**src/rtl/arith_defs.sv**
```systemverilog
// Shared arithmetic definitions: slice width, FSM encodings and the
// operand-width legality check used at elaboration time.
package arith_defs;

    // Width of one borrow look-ahead slice.
    localparam int SLICE_W = 4;

    // Sequencer states.
    typedef enum logic [1:0] {
        ST_IDLE = 2'd0,
        ST_RUN  = 2'd1,
        ST_DONE = 2'd2
    } state_e;

    // A legal operand width is a whole number of slices and at least two slices.
    function automatic logic width_is_legal(input int w);
        return ((w % SLICE_W) == 0) && (w >= 2 * SLICE_W);
    endfunction

endpackage : arith_defs

```
**src/rtl/bla4.sv**
```systemverilog
// Purely combinational 4-bit borrow look-ahead subtractor:
// diff = a - b - bin, bout = 1 when the slice needs to borrow.
// Every borrow is a flat two-level sum of products of generate/propagate
// terms, so no borrow ripples through the slice.
module bla4
    import arith_defs::*;
(
    input  logic [SLICE_W-1:0] a,
    input  logic [SLICE_W-1:0] b,
    input  logic               bin,
    output logic [SLICE_W-1:0] diff,
    output logic               bout
);

    logic [SLICE_W-1:0] g;    // bit generates a borrow on its own
    logic [SLICE_W-1:0] p;    // bit passes an incoming borrow through
    logic [SLICE_W-1:0] br;   // borrow into each bit

    genvar gi;
    generate
        for (gi = 0; gi < SLICE_W; gi++) begin : g_gp
            assign g[gi] = ~a[gi] & b[gi];
            assign p[gi] = ~(a[gi] ^ b[gi]);
        end
    endgenerate

    // Flattened look-ahead borrows, one product term per possible source.
    assign br[0] = bin;
    assign br[1] = g[0]
                 | (p[0] & bin);
    assign br[2] = g[1]
                 | (p[1] & g[0])
                 | (p[1] & p[0] & bin);
    assign br[3] = g[2]
                 | (p[2] & g[1])
                 | (p[2] & p[1] & g[0])
                 | (p[2] & p[1] & p[0] & bin);
    assign bout  = g[3]
                 | (p[3] & g[2])
                 | (p[3] & p[2] & g[1])
                 | (p[3] & p[2] & p[1] & g[0])
                 | (p[3] & p[2] & p[1] & p[0] & bin);

    assign diff = a ^ b ^ br;

endmodule : bla4

```
**src/rtl/bla_seq_subtractor.sv**
```systemverilog
// Multi-cycle subtractor: diff = a - b - bin over WIDTH bits, one 4-bit
// slice per clock (least significant first) through a single bla4, with a
// registered borrow linking consecutive slices. Valid/ready on both sides.
module bla_seq_subtractor
    import arith_defs::*;
#(
    parameter int WIDTH = 32
) (
    input  logic             clk,
    input  logic             rst_n,
    input  logic             in_valid,
    output logic             in_ready,
    input  logic [WIDTH-1:0] a,
    input  logic [WIDTH-1:0] b,
    input  logic             bin,
    output logic             out_valid,
    input  logic             out_ready,
    output logic [WIDTH-1:0] diff,
    output logic             bout,
    output logic             zero,
    output logic             ovf
);

    localparam int NSLICE = WIDTH / SLICE_W;
    localparam int CW     = (NSLICE > 1) ? $clog2(NSLICE) : 1;

    generate
        if (!width_is_legal(WIDTH)) begin : g_width_check
            $error("bla_seq_subtractor: WIDTH must be a multiple of 4 and >= 8");
        end
    endgenerate

    state_e           state_q, state_d;
    logic [WIDTH-1:0] a_q, a_d;
    logic [WIDTH-1:0] b_q, b_d;
    logic [WIDTH-1:0] diff_q, diff_d;
    logic             borrow_q, borrow_d;
    logic [CW-1:0]    cnt_q, cnt_d;
    logic             bout_q, bout_d;
    logic             zero_q, zero_d;
    logic             ovf_q, ovf_d;

    logic [SLICE_W-1:0] a_sl [NSLICE];
    logic [SLICE_W-1:0] b_sl [NSLICE];
    logic [SLICE_W-1:0] cur_a, cur_b;
    logic [SLICE_W-1:0] slice_diff;
    logic               slice_bout;
    logic [WIDTH-1:0]   diff_run;
    logic               last_slice;

    genvar gi;
    generate
        for (gi = 0; gi < NSLICE; gi++) begin : g_slice
            assign a_sl[gi] = a_q[gi*SLICE_W +: SLICE_W];
            assign b_sl[gi] = b_q[gi*SLICE_W +: SLICE_W];
            // Only the slice under the counter takes the new partial result.
            assign diff_run[gi*SLICE_W +: SLICE_W] =
                (cnt_q == CW'(gi)) ? slice_diff : diff_q[gi*SLICE_W +: SLICE_W];
        end
    endgenerate

    assign cur_a      = a_sl[cnt_q];
    assign cur_b      = b_sl[cnt_q];
    assign last_slice = (cnt_q == CW'(NSLICE - 1));

    bla4 u_bla4 (
        .a    (cur_a),
        .b    (cur_b),
        .bin  (borrow_q),
        .diff (slice_diff),
        .bout (slice_bout)
    );

    // Next-state, datapath updates and handshake outputs.
    always_comb begin
        state_d   = state_q;
        a_d       = a_q;
        b_d       = b_q;
        diff_d    = diff_q;
        borrow_d  = borrow_q;
        cnt_d     = cnt_q;
        bout_d    = bout_q;
        zero_d    = zero_q;
        ovf_d     = ovf_q;
        in_ready  = 1'b0;
        out_valid = 1'b0;
        case (state_q)
            ST_IDLE: begin
                in_ready = 1'b1;
                if (in_valid) begin
                    a_d      = a;
                    b_d      = b;
                    borrow_d = bin;
                    cnt_d    = '0;
                    state_d  = ST_RUN;
                end
            end
            ST_RUN: begin
                diff_d   = diff_run;
                borrow_d = slice_bout;
                cnt_d    = cnt_q + CW'(1);
                if (last_slice) begin
                    // Flags are taken from the fully assembled difference.
                    state_d = ST_DONE;
                    cnt_d   = '0;
                    bout_d  = slice_bout;
                    zero_d  = (diff_run == '0);
                    ovf_d   = (a_q[WIDTH-1] != b_q[WIDTH-1]) &&
                              (diff_run[WIDTH-1] != a_q[WIDTH-1]);
                end
            end
            ST_DONE: begin
                out_valid = 1'b1;
                if (out_ready) begin
                    state_d = ST_IDLE;
                end
            end
            default: begin
                state_d = ST_IDLE;
            end
        endcase
    end

    // State and datapath registers; reset discards any operation in flight.
    always_ff @(posedge clk or negedge rst_n) begin
        if (!rst_n) begin
            state_q  <= ST_IDLE;
            a_q      <= '0;
            b_q      <= '0;
            diff_q   <= '0;
            borrow_q <= 1'b0;
            cnt_q    <= '0;
            bout_q   <= 1'b0;
            zero_q   <= 1'b0;
            ovf_q    <= 1'b0;
        end else begin
            state_q  <= state_d;
            a_q      <= a_d;
            b_q      <= b_d;
            diff_q   <= diff_d;
            borrow_q <= borrow_d;
            cnt_q    <= cnt_d;
            bout_q   <= bout_d;
            zero_q   <= zero_d;
            ovf_q    <= ovf_d;
        end
    end

    assign diff = diff_q;
    assign bout = bout_q;
    assign zero = zero_q;
    assign ovf  = ovf_q;

endmodule : bla_seq_subtractor

```
**config.mk**
```make
export PLATFORM = sky130hd
export DESIGN_NAME = bla_seq_subtractor
export DESIGN_NICKNAME = d
export VERILOG_FILES = /design/src/rtl/arith_defs.sv /design/src/rtl/bla4.sv /design/src/rtl/bla_seq_subtractor.sv
export SDC_FILE = /design/constraint.sdc
export NUM_CORES = 1
export LEC_CHECK = 0
export ABC_AREA = 1
export BUFFER_PORTS_ARGS = -buffer_cell sky130_fd_sc_hd__buf_2
export CORE_MARGIN = 2
export CORE_UTILIZATION = 40
export DETAILED_ROUTE_END_ITERATION = 10
export PLACE_DENSITY = 0.62
export SETUP_SLACK_MARGIN = 0.5
export SLEW_MARGIN = 25
export SYNTH_ARGS = -nofsm -noshare
export SYNTH_HDL_FRONTEND = slang
export SYNTH_HIERARCHICAL = 1
export SYNTH_SLANG_ARGS = --single-unit
export TNS_END_PERCENT = 10
```
**constraint.sdc**
```tcl
create_clock -name clk -period 6.3 [get_ports clk]
set_input_delay 0.63 -clock clk [delete_from_list [all_inputs] [get_ports clk]]
set_output_delay 0.63 -clock clk [all_outputs]
set_load 0.02 [all_outputs]
```
-- Word level (Yosys, flattened, before mapping)
Index checks and enable logic that the tools add are counted.
- div/mod/pow operators: 0
- equal/unequal tests: 14
- multipliers: 0
- magnitude comparators: 1
- reductions and logical operators: 9
- add/sub/neg operators: 1
- multiplexer cells: 25
- bitwise operators: 45
- shift operators: 0
- operator list (cell ; number):
    4-bit two-way mux ; 12
    32-bit zero test ; 1
    4-bit binary-select mux with 3-bit select ; 2
    1-bit AND ; 20
    3-bit == test, second input constant ; 4
    1-bit bitwise OR ; 10
    1-bit NOT ; 8
    4-bit XOR ; 2
    3-bit by 2-bit == test with 1-bit output, second input constant ; 2
    2-bit two-way mux ; 3
    3-bit two-way mux ; 2
    2-bit inequality test, second input constant ; 3
    2-bit one-hot mux with 3 select lines ; 1
    3-bit one-hot mux with 2 select lines ; 1
    2-bit AND reduction ; 3
    4-bit greater-or-equal comparator, second input constant ; 1
    3-bit NOT with 4-bit output ; 1
    1-bit XOR ; 4
    3-bit by 1-bit adder with 3-bit output, second input constant ; 1
    3-bit by 1-bit == test with 1-bit output, second input constant ; 1
    3-bit zero test ; 1
    1-bit two-way mux ; 3
    3-bit AND reduction ; 1
    2-bit by 1-bit == test with 1-bit output, second input constant ; 1
    other kinds (6) ; 7
- memories: 0
- latch bits: 0
- output and inout bits: 37
- bits of input ports: 69
- logic and storage cells: 104
- ROM bits: 0
- bits in writable memories: 0
- register bits: 105

-- Depth between registers and ports, before layout
- depth after elaboration: 14
- depth in mapped cells: 25
- depth with buffers taken out: 22

-- Cells and area by module
Netlist, hierarchy kept.
- by module, submodules not included (module ; times used ; area an instance (um^2) ; cells each ; seq. area each (um^2)):
    bla_seq_subtractor ; 1 ; 5197.5 ; 705 ; 2627.5
    bla4 ; 1 ; 250.2 ; 39 ; 0.0

-- Worst setup path before layout
No wires, ideal clock.
- path kind: register to register
- start point: register cnt_q[0]
- end point: register zero_q, in the netlist zero
- path buffers: 3
- path slack: 3.659 ns
- library setup time: 0.065 ns
- clock period less this slack: 2.641 ns
- cell stages (with the launch flop): 26
- data required time: 6.235 ns
- arrival time: 2.576 ns
- cells stage by stage: dfrtp_1 > buf_2 > inv_2 > buf_2 > nor2_1 > o21ai_1 > a21oi_1 > a31oi_1 > inv_1 > ha_1 > buf_6 > nand2_2 > nor2_2 > nor2_2 > nand2_1 > nand2_1 > nand2_1 > inv_1 > nand2_1 > nor2_1 > nand3_1 > nor2_2 > nand2_1 > nor2_1 > nand2_1 > nand2_1
- word-level cells in the longest chain between the ends: 13
- elaborated cells on any way between the ends: 54
- classes of those cells: eq/ne: 7; mux: 14; bitwise: 30; reduce/logical: 3
- RTL lines (item ; line ; text):
    start, declared ; bla_seq_subtractor.sv:38 ; logic [CW-1:0] cnt_q, cnt_d;
    start signal, assigned ; bla_seq_subtractor.sv:142 ; cnt_q <= cnt_d;
    3-bit NOT with 4-bit output (not written as such) * ; bla_seq_subtractor.sv:62 ; assign cur_a = a_sl[cnt_q];
    4-bit binary-select mux with 3-bit select * ; bla_seq_subtractor.sv:62 ;
    4-bit two-way mux (not written as such) * (2 in series) ; bla_seq_subtractor.sv:62 ;
    named net cur_a[1] ; bla_seq_subtractor.sv:45 ; logic [SLICE_W-1:0] cur_a, cur_b;
    1-bit NOT or 1-bit XOR (tied branches) ; bla4.sv:22, bla4.sv:23 ;
    1-bit AND or 1-bit NOT (tied branches) ; bla4.sv:22, bla4.sv:23 ;
    1-bit AND (on tied branches) ; bla4.sv:35, bla4.sv:36, bla4.sv:37 ;
    1-bit bitwise OR (tied with other cells) ; bla4.sv:35 ; | (p[2] & g[1])
    1-bit bitwise OR or 1-bit AND (tied branches) ; bla4.sv:36, bla4.sv:37 ;
    1-bit bitwise OR * ; bla4.sv:37 ; | (p[2] & p[1] & p[0] & bin);
    4-bit XOR * ; bla4.sv:44 ; assign diff = a ^ b ^ br;
    named net slice_diff[3] ; bla_seq_subtractor.sv:46 ; logic [SLICE_W-1:0] slice_diff;
    4-bit two-way mux ; bla_seq_subtractor.sv:58 ; (cnt_q == CW'(gi)) ? slice_diff : diff_q[gi*SLICE_W +: SLICE_W];
    32-bit zero test * ; bla_seq_subtractor.sv:107 ; zero_d = (diff_run == '0);
    end signal, assigned ; bla_seq_subtractor.sv:144 ; zero_q <= zero_d;
    end, declared ; bla_seq_subtractor.sv:40 ; logic zero_q, zero_d;
Mark *: on every way through the listed nets, which the timed path passes. The rest lies on a longest branch. The select of a mux whose other input is x is not followed.
A chain may end at the register's enable or synchronous reset.

-- Worst setup path in the final report
- start point: register cnt_q[0]
- end point: register zero_q, in the netlist zero
- elaborated cells on any way between the ends: 54
- classes of those cells: eq/ne: 7; mux: 14; bitwise: 30; reduce/logical: 3
- RTL lines (item ; line):
    3-bit NOT with 4-bit output (not written as such) * ; bla_seq_subtractor.sv:62
    4-bit binary-select mux with 3-bit select * ; bla_seq_subtractor.sv:62
    4-bit two-way mux (not written as such) * (2 in series) ; bla_seq_subtractor.sv:62
    named net cur_a[0] ; bla_seq_subtractor.sv:45
    1-bit NOT or 1-bit XOR (tied branches) ; bla4.sv:22, bla4.sv:23
    1-bit AND or 1-bit NOT (tied branches) ; bla4.sv:22, bla4.sv:23
    1-bit AND (on tied branches) ; bla4.sv:36, bla4.sv:37
    1-bit bitwise OR or 1-bit AND (tied branches) ; bla4.sv:36, bla4.sv:37
    1-bit bitwise OR * ; bla4.sv:37
    4-bit XOR * ; bla4.sv:44
    named net slice_diff[3] ; bla_seq_subtractor.sv:46
    4-bit two-way mux ; bla_seq_subtractor.sv:58
    32-bit zero test * ; bla_seq_subtractor.sv:107
Marked as above.

==> flow_metrics.env <==
export IMPL_status="complete, no violations"
export IMPL_ant_nets=0
export IMPL_power_density_mw_per_mm2=640
export IMPL_die_area_mm2=0.0146
export IMPL_drt_total_wl_um=13500
export IMPL_peakVddDrop_mv=0.289
export IMPL_critical_path_top_delay_family="simple AND/OR/NAND/NOR gates"
export IMPL_p_sw_share_pct=50.5
export IMPL_post_cts_setup_buffers=0
export IMPL_leakage_uw=0.00347
export IMPL_ys_warn_count=6
export IMPL_synth_top_cell_area_share_pct=48.2
export IMPL_area_growth_pct=16.2
export IMPL_fillers=1385
export IMPL_arrival_ns=3.78
export IMPL_post_route_period_util_pct=55.4
export IMPL_crit_chain="buf_4, inv_2, nor2_1, o21ai_0, a21oi_1, a31oi_1, inv_1, ha_1, nand4_1, nand2_1, nand2_1, nand2_1, inv_1, nand2_1, nor2_1, nand3_1, nor2_2, nand2_1, nor2_1, nand2_1, nand2_1"
export IMPL_worst_hold_path_type="input port to async pin"
export IMPL_synth_cell_area_mm2=0.00545
export IMPL_rsz0062_at_grt="false"
export IMPL_grt_overflow_total=0
export IMPL_cts_resized=0
export IMPL_coreArea_mm2=0.0133
export IMPL_crit_path_max_fanout=37
export IMPL_fin_util_pct=47.6
export IMPL_p_clk_share_pct=14.2
export IMPL_path_class="register to register"
export IMPL_die_h_um=121
export IMPL_mostFrequentLayoutCells="nand2_1, dfrtp_1, buf_2, o21ai_0, nor2_1"
export IMPL_grt_max_degree=83
export IMPL_worst_pin_slew_ns=0.845
export IMPL_antenna_found_initial=0
export IMPL_clkTransAtPathRegs_ns=0.07
export IMPL_relSlewSlack_pct=43.6
export IMPL_firstDrtPassIters=5
export IMPL_clockBufferDepth=2
export IMPL_cts_sinks=105
export IMPL_cp_end_kind="register"
export IMPL_cts_tree="yes"
export IMPL_layout_nets=908
export IMPL_slowest_stage="inv_2"
export IMPL_path_buf_inv=4
export IMPL_synth_top_cell_by_area="dfrtp_1"
export IMPL_max_freq_mhz=286
export IMPL_cap_violations=0
export IMPL_syn_nets=825
export IMPL_syn_inst=744
export IMPL_crit_path_start_kind="register"
export IMPL_fp_dieW_um=121
export IMPL_diodes=0
export IMPL_slowest_delay_ns=0.43
export IMPL_place_port_buffers=105
export IMPL_wire_per_inst_um=13.4
export IMPL_hold_viol=0
export IMPL_p_comb_share_pct=54.9
export IMPL_setup_viol=0
export IMPL_grt_pass1_wl_um=22500
export IMPL_htreeDepth=3
export IMPL_tns_ns=0
export IMPL_place_hpwl_um=9650
export IMPL_synth_area_leaders="dfrtp_1, nand2_1, o21ai_0, nor2_1, inv_1"
export IMPL_grt_pass1_vias=4651
export IMPL_hold_buffers=0
export IMPL_fin_crit_ns=3.49
export IMPL_drv_slew=0
export IMPL_drt_iter0_drc=324
export IMPL_synth_cell_types=28
export IMPL_initial_utilization_pct=41.0
export IMPL_p_int_uw=2010
export IMPL_crit_required_ns=6.59
export IMPL_viasPerCell=4.75
export IMPL_rows=42
export IMPL_num_vias=4789
export IMPL_root_buffer="clkbuf_16"
export IMPL_ys_ff_latch=105
export IMPL_ff_latch_area_mm2=0.00263
export IMPL_p_sw_uw=2050
export IMPL_multi_input_area_mm2=0.00241
export IMPL_drc=0
export IMPL_drive_above_1_share_pct=17.5
export IMPL_clock_latency_ns=0.35
export IMPL_cpMostUsedCell="nand2_1"
export IMPL_grt_usage_pct=19.3
export IMPL_seq_area_frac_synth_pct=48.2
export IMPL_numCtsBuffers=9
export IMPL_place_gp_congestion=0.835
export IMPL_io_pins=106
export IMPL_final_common_cell="nand2_1"
export IMPL_syn_area_per_cell_um2=7.32
export IMPL_power_frac_seq_pct=30.9
export IMPL_skew_ns=0.00766
## power groups by stage
stage                     combinational [uW]  clock [uW]  sequential (uW)
after CTS                               2240         585             1250
final                                   2230         577             1250
after global placement                  2190           0             1260
after detailed placement                2220           0             1260
after floorplan                         1620           0             1280
after global routing                    2550         613             1290
## cell type report
cell class / instances / area share (%)
Clock buffer: 9 / 3.56
Clock inverter: 7 / 1.23
Inverter: 56 / 3.34
Multi-Input combinational cell: 547 / 38.1
Sequential cell: 105 / 41.5
Tap cell: 176 / 3.48
Timing Repair Buffer: 108 / 8.76
## cells by family after synthesis
group                    Yosys count  share of synthesized area, %
AND/OR/NAND/NOR                  438                          31.8
XOR/XNOR                           2                         0.322
adder cells (fa/ha/maj)           12                          2.89
buffers and inverters             92                          7.56
AO/OA/AOI/OAI                     95                          9.16
flip-flops                       105                          48.2
## stage by stage
step | instances | total power, uW | worst slack [ns] | instance area (um2) | hold WS, ns
finish | 1008 | 4050 | 2.81 | 6330 | 0.164
detailed placement | 992 | 3480 | 2.86 | 6020 | 0.463
floorplan | 744 | 2900 | 3.66 | 5450 | 0.334
CTS | 1008 | 4080 | 2.82 | 6320 | 0.166
global placement | 992 | 3460 | 2.92 | 6020 | 0.460
global route | 1008 | 4460 | 2.48 | 6330 | 0.187
## layer usage
| layer | wire, um | global-route usage, % | vias to the layer above |
|---|---|---|---|
| met5 | 0 | 0 | - |
| li1 | - | - | 2488 |
| met4 | 194 | 5.60 | 0 |
| met2 | 6440 | 32.0 | 105 |
| met1 | 6320 | 26.3 | 2178 |
| met3 | 546 | 3.11 | 18 |
## sequential cells by signal (all words and copies together) (netlist names)
name / flops
bout: 1
a_q: 32
ovf: 1
borrow_q: 1
b_q: 32
zero: 1
state_q: 2
diff: 32
cnt_q: 3
## cell usage after synthesis (all sizes together)
library cell and n:
nand4 3, inv 56, dfrtp 105, nand2 348, o31ai 1, a21oi 9, a31oi 8, nand3 30
buf 27, o21ai 75, fa 1, o211ai 1, o22ai 1, ha 11, nor2 57, clkbuf 9
xor2 2
## final timing paths
check                                           from  slack (ns)  depth (start not counted)                      to
max in group asynchronous                      rst_n        5.10                          2    diff[23]$_DFFE_PN0N_
worst max-delay path            cnt_q[0]$_DFFE_PN0P_        2.81                         21        zero$_DFFE_PN0P_
worst min register to register    a_q[4]$_DFFE_PN0P_        0.48                          2      a_q[4]$_DFFE_PN0P_
worst min-delay path                           rst_n        0.16                          1     diff[7]$_DFFE_PN0N_
worst max register to register  cnt_q[0]$_DFFE_PN0P_        2.81                         21        zero$_DFFE_PN0P_
min in group clk                           out_ready        0.46                          2  state_q[1]$_DFFE_PN0P_
No activity file was read; power rests on OpenSTA's default activity.
